### config.mk
export PLATFORM = sky130hd
export DESIGN_NAME = sram_ctrl
export DESIGN_NICKNAME = d
export VERILOG_FILES = /design/src/rtl/sram_pkg.sv /design/src/rtl/sram_ctrl.sv
export SDC_FILE = /design/constraint.sdc
export NUM_CORES = 1
export LEC_CHECK = 0
export BUFFER_PORTS_ARGS = -buffer_cell sky130_fd_sc_hd__buf_2
export CORE_ASPECT_RATIO = 0.75
export CORE_UTILIZATION = 50
export DETAILED_ROUTE_END_ITERATION = 8
export HOLD_SLACK_MARGIN = 0.03
export PLACE_DENSITY = 0.88
export SYNTH_ARGS = -nofsm -noshare
export SYNTH_HDL_FRONTEND = slang
export SYNTH_SLANG_ARGS = --single-unit
### constraint.sdc
create_clock -name clk -period 4.4 [get_ports clk]
set_clock_uncertainty 0.05 [all_clocks]
set_input_delay 0.44 -clock clk [delete_from_list [all_inputs] [get_ports clk]]
set_output_delay 0.44 -clock clk [all_outputs]
set_load 0.05 [all_outputs]
### src/rtl/sram_pkg.sv
// sram_pkg: bus widths, wait-counter width and controller state type shared
// by the asynchronous SRAM controller and its bench.
package sram_pkg;

   localparam int SRAM_AW = 15;
   localparam int SRAM_DW = 8;
   localparam int CNT_W   = $clog2(16);

   typedef enum logic [1:0] {
      IDLE   = 2'd0,
      SETUP  = 2'd1,
      ACCESS = 2'd2,
      DONE   = 2'd3
   } state_e;

endpackage

### src/rtl/sram_ctrl.sv
// sram_ctrl: single-port asynchronous SRAM controller issuing one access per
// request with a chip-enable pulse of WAIT_CYCLES cycles; every output is registered.
module sram_ctrl
   import sram_pkg::*;
#(
   parameter int WAIT_CYCLES = 2
) (
   input  logic               clk,
   input  logic               reset,
   input  logic               req_valid,
   output logic               req_ready,
   input  logic               req_write,
   input  logic [SRAM_AW-1:0] req_addr,
   input  logic [SRAM_DW-1:0] req_wdata,
   output logic               rsp_valid,
   output logic [SRAM_DW-1:0] rsp_rdata,
   output logic [SRAM_AW-1:0] sram_a,
   output logic               sram_ce,
   output logic               sram_we,
   output logic               sram_oe,
   output logic [SRAM_DW-1:0] sram_data_o,
   input  logic [SRAM_DW-1:0] sram_data_i
);

   localparam logic [CNT_W-1:0] CNT_LOAD = CNT_W'(WAIT_CYCLES - 1);

   state_e               state_q, state_d;
   logic [CNT_W-1:0]     cnt_q, cnt_d;
   logic                 write_q, write_d;
   logic [SRAM_AW-1:0]   addr_q, addr_d;
   logic [SRAM_DW-1:0]   wdata_q, wdata_d;
   logic [SRAM_DW-1:0]   rdata_q, rdata_d;
   logic                 ce_q, ce_d;
   logic                 we_q, we_d;
   logic                 oe_q, oe_d;
   logic                 ready_q, ready_d;
   logic                 rsp_valid_q, rsp_valid_d;

   // Next-state logic; strobes are derived from the next state so they leave flops.
   always_comb begin
      state_d = state_q;
      cnt_d   = cnt_q;
      write_d = write_q;
      addr_d  = addr_q;
      wdata_d = wdata_q;
      rdata_d = rdata_q;

      case (state_q)
         IDLE: begin
            if (req_valid && ready_q) begin
               state_d = SETUP;
               write_d = req_write;
               addr_d  = req_addr;
               wdata_d = req_wdata;
            end else begin
               state_d = IDLE;
            end
         end
         SETUP: begin
            state_d = ACCESS;
            cnt_d   = CNT_LOAD;
         end
         ACCESS: begin
            if (cnt_q == '0) begin
               state_d = DONE;
               if (!write_q) begin
                  rdata_d = sram_data_i;
               end else begin
                  rdata_d = rdata_q;
               end
            end else begin
               cnt_d = cnt_q - 1'b1;
            end
         end
         DONE: begin
            state_d = IDLE;
         end
         default: begin
            state_d = IDLE;
         end
      endcase

      // WE stays low through DONE so it can only rise once CE is already high.
      ce_d        = (state_d == ACCESS) ? 1'b0 : 1'b1;
      we_d        = (write_d && (state_d != IDLE)) ? 1'b0 : 1'b1;
      oe_d        = (!write_d && ((state_d == SETUP) || (state_d == ACCESS))) ? 1'b0 : 1'b1;
      ready_d     = (state_d == IDLE) ? 1'b1 : 1'b0;
      rsp_valid_d = (state_d == DONE) ? 1'b1 : 1'b0;
   end

   // State, datapath and output registers with synchronous reset.
   always_ff @(posedge clk) begin
      if (reset) begin
         state_q     <= IDLE;
         cnt_q       <= '0;
         write_q     <= 1'b0;
         addr_q      <= '0;
         wdata_q     <= '0;
         rdata_q     <= '0;
         ce_q        <= 1'b1;
         we_q        <= 1'b1;
         oe_q        <= 1'b1;
         ready_q     <= 1'b1;
         rsp_valid_q <= 1'b0;
      end else begin
         state_q     <= state_d;
         cnt_q       <= cnt_d;
         write_q     <= write_d;
         addr_q      <= addr_d;
         wdata_q     <= wdata_d;
         rdata_q     <= rdata_d;
         ce_q        <= ce_d;
         we_q        <= we_d;
         oe_q        <= oe_d;
         ready_q     <= ready_d;
         rsp_valid_q <= rsp_valid_d;
      end
   end

   assign req_ready   = ready_q;
   assign rsp_valid   = rsp_valid_q;
   assign rsp_rdata   = rdata_q;
   assign sram_a      = addr_q;
   assign sram_data_o = wdata_q;
   assign sram_ce     = ce_q;
   assign sram_we     = we_q;
   assign sram_oe     = oe_q;

endmodule

# == Yosys cells after proc, flatten, opt, wreduce, memory -nomap -nowiden ==
# Cells that the tools add are included.
# totals
ff_bits,43
in_bits,35
word_cells,45
# classes
addsub,1
n_eq_ne,7
muxes,12
n_bitwise,1
n_reduce_logical,13
# op_table
operator,n
"2-bit == test, second input constant",4
1-bit 2-to-1 mux,8
2-bit case mux with 4 select lines,1
4-bit case mux with 2 select lines,1
"2-bit by 1-bit == test with 1-bit output, second input constant",2
2-bit logical NOT,2
4-bit logical NOT,1
4-bit 2-to-1 mux,1
2-bit AND reduction,2
2-bit nonzero test,2
"4-bit by 1-bit subtractor with 4-bit output, second input constant",1
1-bit logical AND,3
3-bit AND reduction,1
2-bit 2-to-1 mux,1
"2-bit != test, second input constant",1
1-bit logical NOT,1
1-bit logical OR,1
1-bit NOT,1

# == Longest topological paths before layout ==
# Gate-level depths: netlist of the first run.
# logic_depth
ltp_word,7
mapped_depth,8
mapped_depth_nobuf,7

# == Least setup slack after synthesis of the first run ==
# Ideal clock, no wire load.
# synth_timing
path_kind,reg2reg
start,reg cnt_q[0]
end,reg oe_q (netlist: sram_oe)
setup_time_ns,0.063
arrival_ns,1.474
required_time_ns,4.287
setup_slack_ns,2.813
path_stages_with_launch,8
synth_period_minus_slack_ns,1.587
path_cell_list,dfxtp_1 > inv_1 > ha_1 > or3b_4 > a21o_2 > nand2_1 > ha_1 > nand3b_1
# synth_via
elab_chain_cells,7
# synth_rtl
element,line,text
"start, declared",sram_ctrl.sv:28,"logic [CNT_W-1:0] cnt_q, cnt_d;"
"start signal, assigned",sram_ctrl.sv:107,cnt_q <= cnt_d;
4-bit logical NOT *,sram_ctrl.sv:64,if (cnt_q == '0) begin
2-bit 2-to-1 mux *,sram_ctrl.sv:64,
2-bit case mux with 4 select lines *,sram_ctrl.sv:48,case (state_q)
2-bit by 1-bit == test with 1-bit output or 2-bit == test (tied branches),sram_ctrl.sv:86,oe_d = (!write_d && ((state_d == SETUP) || (state_d == ACCESS))) ? 1'b0 : 1'b1;
1-bit logical OR *,sram_ctrl.sv:86,
1-bit logical AND *,sram_ctrl.sv:86,
1-bit 2-to-1 mux *,sram_ctrl.sv:86,
"end signal, assigned",sram_ctrl.sv:102,oe_q <= 1'b1;
"end signal, assigned",sram_ctrl.sv:114,oe_q <= oe_d;
"end, declared",sram_ctrl.sv:35,"logic oe_q, oe_d;"
# Every way passes the cells marked *; elsewhere a longest branch is shown, timed or not.
# A chain may end at the register's enable or synchronous reset.

# == Final worst setup path of the first run ==
# layout_timing
start,reg state_q[0]
end,reg oe_q (netlist: sram_oe)
# layout_via
elab_chain_cells,6
# layout_rtl
element,line,text
"start, declared",sram_ctrl.sv:27,"state_e state_q, state_d;"
"start signal, assigned",sram_ctrl.sv:106,state_q <= state_d;
"2-bit == test, or another cell as far along",sram_ctrl.sv:48,
2-bit case mux with 4 select lines,sram_ctrl.sv:48,
2-bit by 1-bit == test with 1-bit output or 2-bit == test (tied branches),sram_ctrl.sv:86,
1-bit logical OR,sram_ctrl.sv:86,
1-bit logical AND *,sram_ctrl.sv:86,
1-bit 2-to-1 mux *,sram_ctrl.sv:86,
# Marked as above.

==> impl_metrics.tcl, run 1 <==
set metrics [dict create \
    routedWlPerCell_microns 12.1 \
    final_cell_mix "buf_2, nand2_1, dfxtp_1" \
    grt_usage_pct 21.6 \
    finalHoldViolCount 0 \
    drc 0 \
    crit_fanout 24 \
    start_kind "flip-flop" \
    cts_setup_buffers 0 \
    worst_pin_slew_ps 849 \
    setup_violations 0 \
    avgSynthCellArea_sq_um 8.43 \
    period_share_pct 44.2 \
    p_per_area_nw_per_um2 531 \
    grt_max_degree 43 \
    cts_max_path_buffers 2 \
    r2r_cells 5 \
    die_w_microns 68.7 \
    critPathMaxStageDelay_ps 720 \
    boundaryPins 71 \
    p_leak_nw 0.949 \
    rrSetupSlack_ps 2450 \
    final_common_cell "buf_2" \
    portBuffers 70 \
    synth_cell_types 26 \
    placedCellCount 293 \
    final_area_sq_um 2110 \
    synth_edf_count 0 \
    tritoncts "done" \
    n_antenna_cell 0 \
    slew_viol_final 0 \
    drt_iter0_markers 94 \
    ctsResizeCount 0 \
    fin_cells 301 \
    critPathTopFamily "simple AND/OR/NAND/NOR gates" \
    num_vias 1523 \
    fmax_ghz 0.514 \
    tns_ps 0 \
    hp-class "in -> reg" \
    hold_end "sram_data_o[4]$_SDFFE_PP0P_" \
    synthCells 198 \
    worstReg2RegStart "state_q[0]$_SDFF_PP0_" \
    cp.buffers_inverters 1 \
    whs_path_depth 3 \
    antenna_found_initial 0 \
    rsz0062_at_grt "no" \
    end_kind "flip-flop" \
    slew_headroom_pct 43.4 \
    period_minus_slack_ps 1950 \
    die_h_microns 52.0 \
    start_util_pct 54.5 \
    synth.cell_area_sq_um 1670 \
    drive_gt1_share_pct 30.8 \
    cts_sinks 43 \
    status "completed" \
    core_sq_um 3060 \
    dpl.hpwl_mm 2.52 \
    clk-insertion-delay-late_ps 300 \
    die_area_sq_um 3580 \
    synth_seq_cells 43 \
    place_congestion 0.730 \
    fin_nets 304 \
    slowest_stage "and3_1" \
    rows 17 \
    irDropWorstVdd_uv 246 \
    postSynth.asyncResetShare_pct 0 \
    crit_required_ps 4530 \
    syn-num-nets 240 \
    cts_hold_buf 0 \
    maxCapViolCount 0 \
    hold_start "req_wdata[4]" \
    clkTransAtPathRegs_ps 80 \
    vias_per_cell 5.06 \
    ant_nets 0 \
    grt_first_pass_wirelength_mm 5.61 \
    grt_overflow 0 \
    cts-root-buf "clkbuf_8" \
    synth_top_flop_cell "dfxtp_1" \
    holdWs_ps 322 \
    yosys_warnings 0 \
    worstPathCellList "inv_1 > ha_1 > and3_1 > mux2i_1 > nand3b_1" \
    fin_util_pct 68.9 \
    dpl_cell_area_sq_um 2010 \
    r2r-end "sram_oe$_SDFF_PP1_" \
    ys_seq_area_share_pct 51.6 \
    crit_type "reg -> reg" \
    cp.arrival_ps 2070 \
    h-tree-depth 2 \
    cts_buffers 5 \
    area_growth_pct 26.4 \
    dr.pass1.iters 4 \
    grt_pass1_vias 1271 \
    wl_mm 3.63 \
]
[report_power, final]
group          switching, mW  internal (mW)  leakage [nW]
Clock                  0.131          0.143        0.0505
Sequential            0.0260          0.438         0.351
Combinational          0.281          0.100         0.547
Total                  0.438          0.681         0.949
[metrics by stage]
step	worst slack, ps	total power [mW]
after floorplan	2810	0.774
after global placement	2510	0.847
after detailed placement	2430	0.855
after CTS	2430	1.13
after global routing	2250	1.18
final	2450	1.12
[worst max path at each step]
stage,start,endpoint,cells after the start
final,state_q[0]$_SDFF_PP0_,sram_oe$_SDFF_PP1_,5
after global routing,state_q[0]$_SDFF_PP0_,sram_we$_SDFF_PP1_,5
after CTS,state_q[0]$_SDFF_PP0_,sram_oe$_SDFF_PP1_,5
after detailed placement,state_q[0]$_SDFF_PP0_,sram_oe$_SDFF_PP1_,5
after global placement,state_q[0]$_SDFF_PP0_,sram_oe$_SDFF_PP1_,5
after floorplan,cnt_q[0]$_SDFFE_PP0P_,sram_oe$_SDFF_PP1_,7
[routing by layer]
layer	share of wire, %	track usage [%]	vias to the layer above
met3	7.6	7.89	5
met1	48	26.9	660
met4	1.1	6.80	0
met5	0	0	-
li1	-	-	795
met2	44	34.6	63
[kinds of logic (layout without fill, tap and decap cells)]
family                     count (synthesis)  count (layout)  share of synthesized area, %
muxes                                      1               1                         0.600
adders and majority gates                  7               7                          5.25
buffers and inverters                     18              83                          4.80
and+or+nand+nor                           80              80                          22.3
DFF                                       43              43                          51.6
AOI/OAI and AO/OA                         49              49                          15.4
[Yosys cell counts, drive strengths merged (2+ instances only)]
| cell | number | area (sq um) |
|---|---|---|
| nand2 | 49 | 184 |
| dfxtp | 43 | 861 |
| a21oi | 34 | 170 |
| nand3 | 12 | 60.1 |
| o21ai | 9 | 45.0 |
| clkbuf | 7 | 26.3 |
| ha | 7 | 87.6 |
| buf | 6 | 35.0 |
| inv | 5 | 18.8 |
| nor2 | 4 | 15.0 |
| a31oi | 3 | 18.8 |
| nand3b | 3 | 22.5 |
| nor2b | 3 | 18.8 |
| nand2b | 2 | 12.5 |
| nand4b | 2 | 17.5 |
[layout make-up]
class                      count  area (sq um)
timing repair buffer          70           350
multi-input combinational    137           728
fill                         262           953
inverter                       5          18.8
tap                           38          47.5
sequential                    43           861
clock buffer                   7          96.3
clock inverter                 1          7.51
[tightest hold or removal path, cell delays in order]
cell and delay (ps):
buf_2 100, nand2_1 40, a21oi_1 50
[flip-flops by register name (all words and copies together), names as in the netlist]
| register | flops |
|---|---|
| write_q | 1 |
| state_q | 2 |
| cnt_q | 4 |
| sram_we | 1 |
| req_ready | 1 |
| sram_a | 15 |
| sram_oe | 1 |
| rsp_valid | 1 |
| rsp_rdata | 8 |
| sram_ce | 1 |
| sram_data_o | 8 |
Note: power is estimated with default switching activity, not from simulation.
==> run 2, diff against run 1 <==
--- a/config.mk
+++ b/config.mk
@@ -7,10 +7,10 @@
 export LEC_CHECK = 0
 export BUFFER_PORTS_ARGS = -buffer_cell sky130_fd_sc_hd__buf_2
 export CORE_ASPECT_RATIO = 0.75
-export CORE_UTILIZATION = 50
+export CORE_UTILIZATION = 42
 export DETAILED_ROUTE_END_ITERATION = 8
 export HOLD_SLACK_MARGIN = 0.03
-export PLACE_DENSITY = 0.88
+export PLACE_DENSITY = 0.8
 export SYNTH_ARGS = -nofsm -noshare
 export SYNTH_HDL_FRONTEND = slang
 export SYNTH_SLANG_ARGS = --single-unit
==> constraint.sdc (replaced) <==
create_clock -name clk -period 1.7 [get_ports clk]
set_clock_uncertainty 0.05 [all_clocks]
set_input_delay 0.17 -clock clk [delete_from_list [all_inputs] [get_ports clk]]
set_output_delay 0.17 -clock clk [all_outputs]
set_load 0.05 [all_outputs]
==> impl_metrics.tcl, run 2 (synthesis results as in run 1) <==
set metrics [dict create \
    setup_violations 0 \
    grt_max_degree 24 \
    boundaryPins 71 \
    final_common_cell "buf_2" \
    start_kind "flip-flop" \
    period_share_pct 96.5 \
    slew_headroom_pct 72.8 \
    critPathMaxStageDelay_ps 390 \
    fin_cells 323 \
    largest_register_ffs 15 \
    clkTransAtPathRegs_ps 70 \
    cts_max_path_buffers 2 \
    worst_slack_ps 60.2 \
    cts_sinks 43 \
    n_antenna_cell 0 \
    die_area_sq_um 4230 \
    ant_nets 0 \
    worst_pin_slew_ps 409 \
    period_minus_slack_ps 1640 \
    end_kind "flip-flop" \
    crit_type "reg -> reg" \
    cp.buffers_inverters 1 \
    seqPwrFrac_pct 41.3 \
    dpl.hpwl_mm 2.68 \
    routedWlPerCell_microns 11.5 \
    antenna_found_initial 0 \
    dr.pass1.iters 5 \
    rrSetupSlack_ps 60 \
    tns_ps 0 \
    h-tree-depth 2 \
    maxCapViolCount 0 \
    cp.arrival_ps 1820 \
    grt_first_pass_wirelength_mm 6.01 \
    area_growth_pct 31.1 \
    whs_path_depth 3 \
    rows 19 \
    wl_mm 3.73 \
    portBuffers 70 \
    finalHoldViolCount 0 \
    die_w_microns 74.8 \
    irDropWorstVdd_uv 619 \
    tritoncts "done" \
    path_depth 7 \
    vias_per_cell 4.84 \
    place_congestion 0.845 \
    worstPathCellList "inv_2 > ha_2 > or3b_4 > a21o_4 > nand2_1 > ha_1 > nand3b_1" \
    cts_buffers 5 \
    core_sq_um 3730 \
    final_cell_mix "buf_2, nand2_1, dfxtp_1" \
    cts-root-buf "clkbuf_8" \
    drt_iter0_markers 83 \
    die_h_microns 56.6 \
    fmax_ghz 0.610 \
    clkPwrFrac_pct 22.0 \
    num_vias 1563 \
    grt_overflow 0 \
    drc 0 \
    p_comb_share_pct 36.7 \
    critPathTopFamily "simple AND/OR/NAND/NOR gates" \
    slowest_stage "or3b_4" \
    crit_fanout 3 \
    clk-insertion-delay-late_ps 290 \
    grt_pass1_vias 1407 \
    grt_usage_pct 18.6 \
    switchingPower_mw 1.14 \
    status "completed" \
    swShare_pct 39.1 \
    crit_required_ps 1880 \
    placedCellCount 315 \
    r2r_cells 7 \
    p_int_mw 1.77 \
    slew_viol_final 0 \
    start_util_pct 44.7 \
    hp-class "in -> reg" \
    fin_util_pct 58.6 \
    p_leak_nw 0.991 \
    pre_cts_ws_ps 70.2 \
    p_per_area_nw_per_um2 1330 \
    fin_nets 313 \
    drive_gt1_share_pct 34.3 \
]
-- run 2: per-stage QoR --
step | hold WS [ps] | power [mW] | cell area, sq um
4_1_cts | 54.8 | 2.92 | 2170
3_3_place_gp | 360 | 2.26 | 2080
6_report | 60.6 | 2.91 | 2190
3_5_place_dp | 369 | 2.27 | 2080
5_1_grt | 48.1 | 3.11 | 2190
2_1_floorplan | 256 | 2.00 | 1670
-- run 2: worst reg2reg max path, stage by stage, from the launching register on --
cell and delay (ps):
dfxtp_1 330, inv_2 70, ha_2 160, or3b_4 390, a21o_4 230, nand2_1 60
ha_1 220, nand3b_1 80
-- run 2: final cells by class --
type | instances | area (sq um)
fillers | 353 | 1540
repair buffers | 79 | 418
well taps | 52 | 65.1
inverters | 5 | 18.8
clock inverters | 1 | 5.00
multi-input cells | 137 | 737
clock buffers | 6 | 82.6
flip-flops and latches | 43 | 862
-- run 2: per-layer routing --
| layer | track usage, % | routed length, microns |
|---|---|---|
| met5 | 0 | 0 |
| met4 | 4.04 | 0 |
| met3 | 8.08 | 279 |
| met1 | 23.0 | 1830 |
| met2 | 29.7 | 1620 |
-- run 2: power groups by stage --
stage | clock [mW] | sequential (mW) | combinational [mW]
2_1_floorplan | 0 | 1.58 | 0.419
3_3_place_gp | 0 | 1.22 | 1.04
3_5_place_dp | 0 | 1.22 | 1.05
4_1_cts | 0.661 | 1.20 | 1.06
5_1_grt | 0.725 | 1.22 | 1.16
6_report | 0.640 | 1.20 | 1.07
-- run 2: worst paths after layout --
kind                           startpoint                       to
setup / recovery    cnt_q[1]$_SDFFE_PP0P_       sram_oe$_SDFF_PP1_
hold reg to reg   sram_a[11]$_SDFFE_PP0P_  sram_a[11]$_SDFFE_PP0P_
setup reg to reg    cnt_q[1]$_SDFFE_PP0P_       sram_oe$_SDFF_PP1_
hold / removal                req_addr[0]   sram_a[0]$_SDFFE_PP0P_
-- run 2: timing repair --
item	CTS	global route
setup buffers	0	1
endpoints found under the setup margin	0	3
resized for setup	0	6
hold buffers	0	0
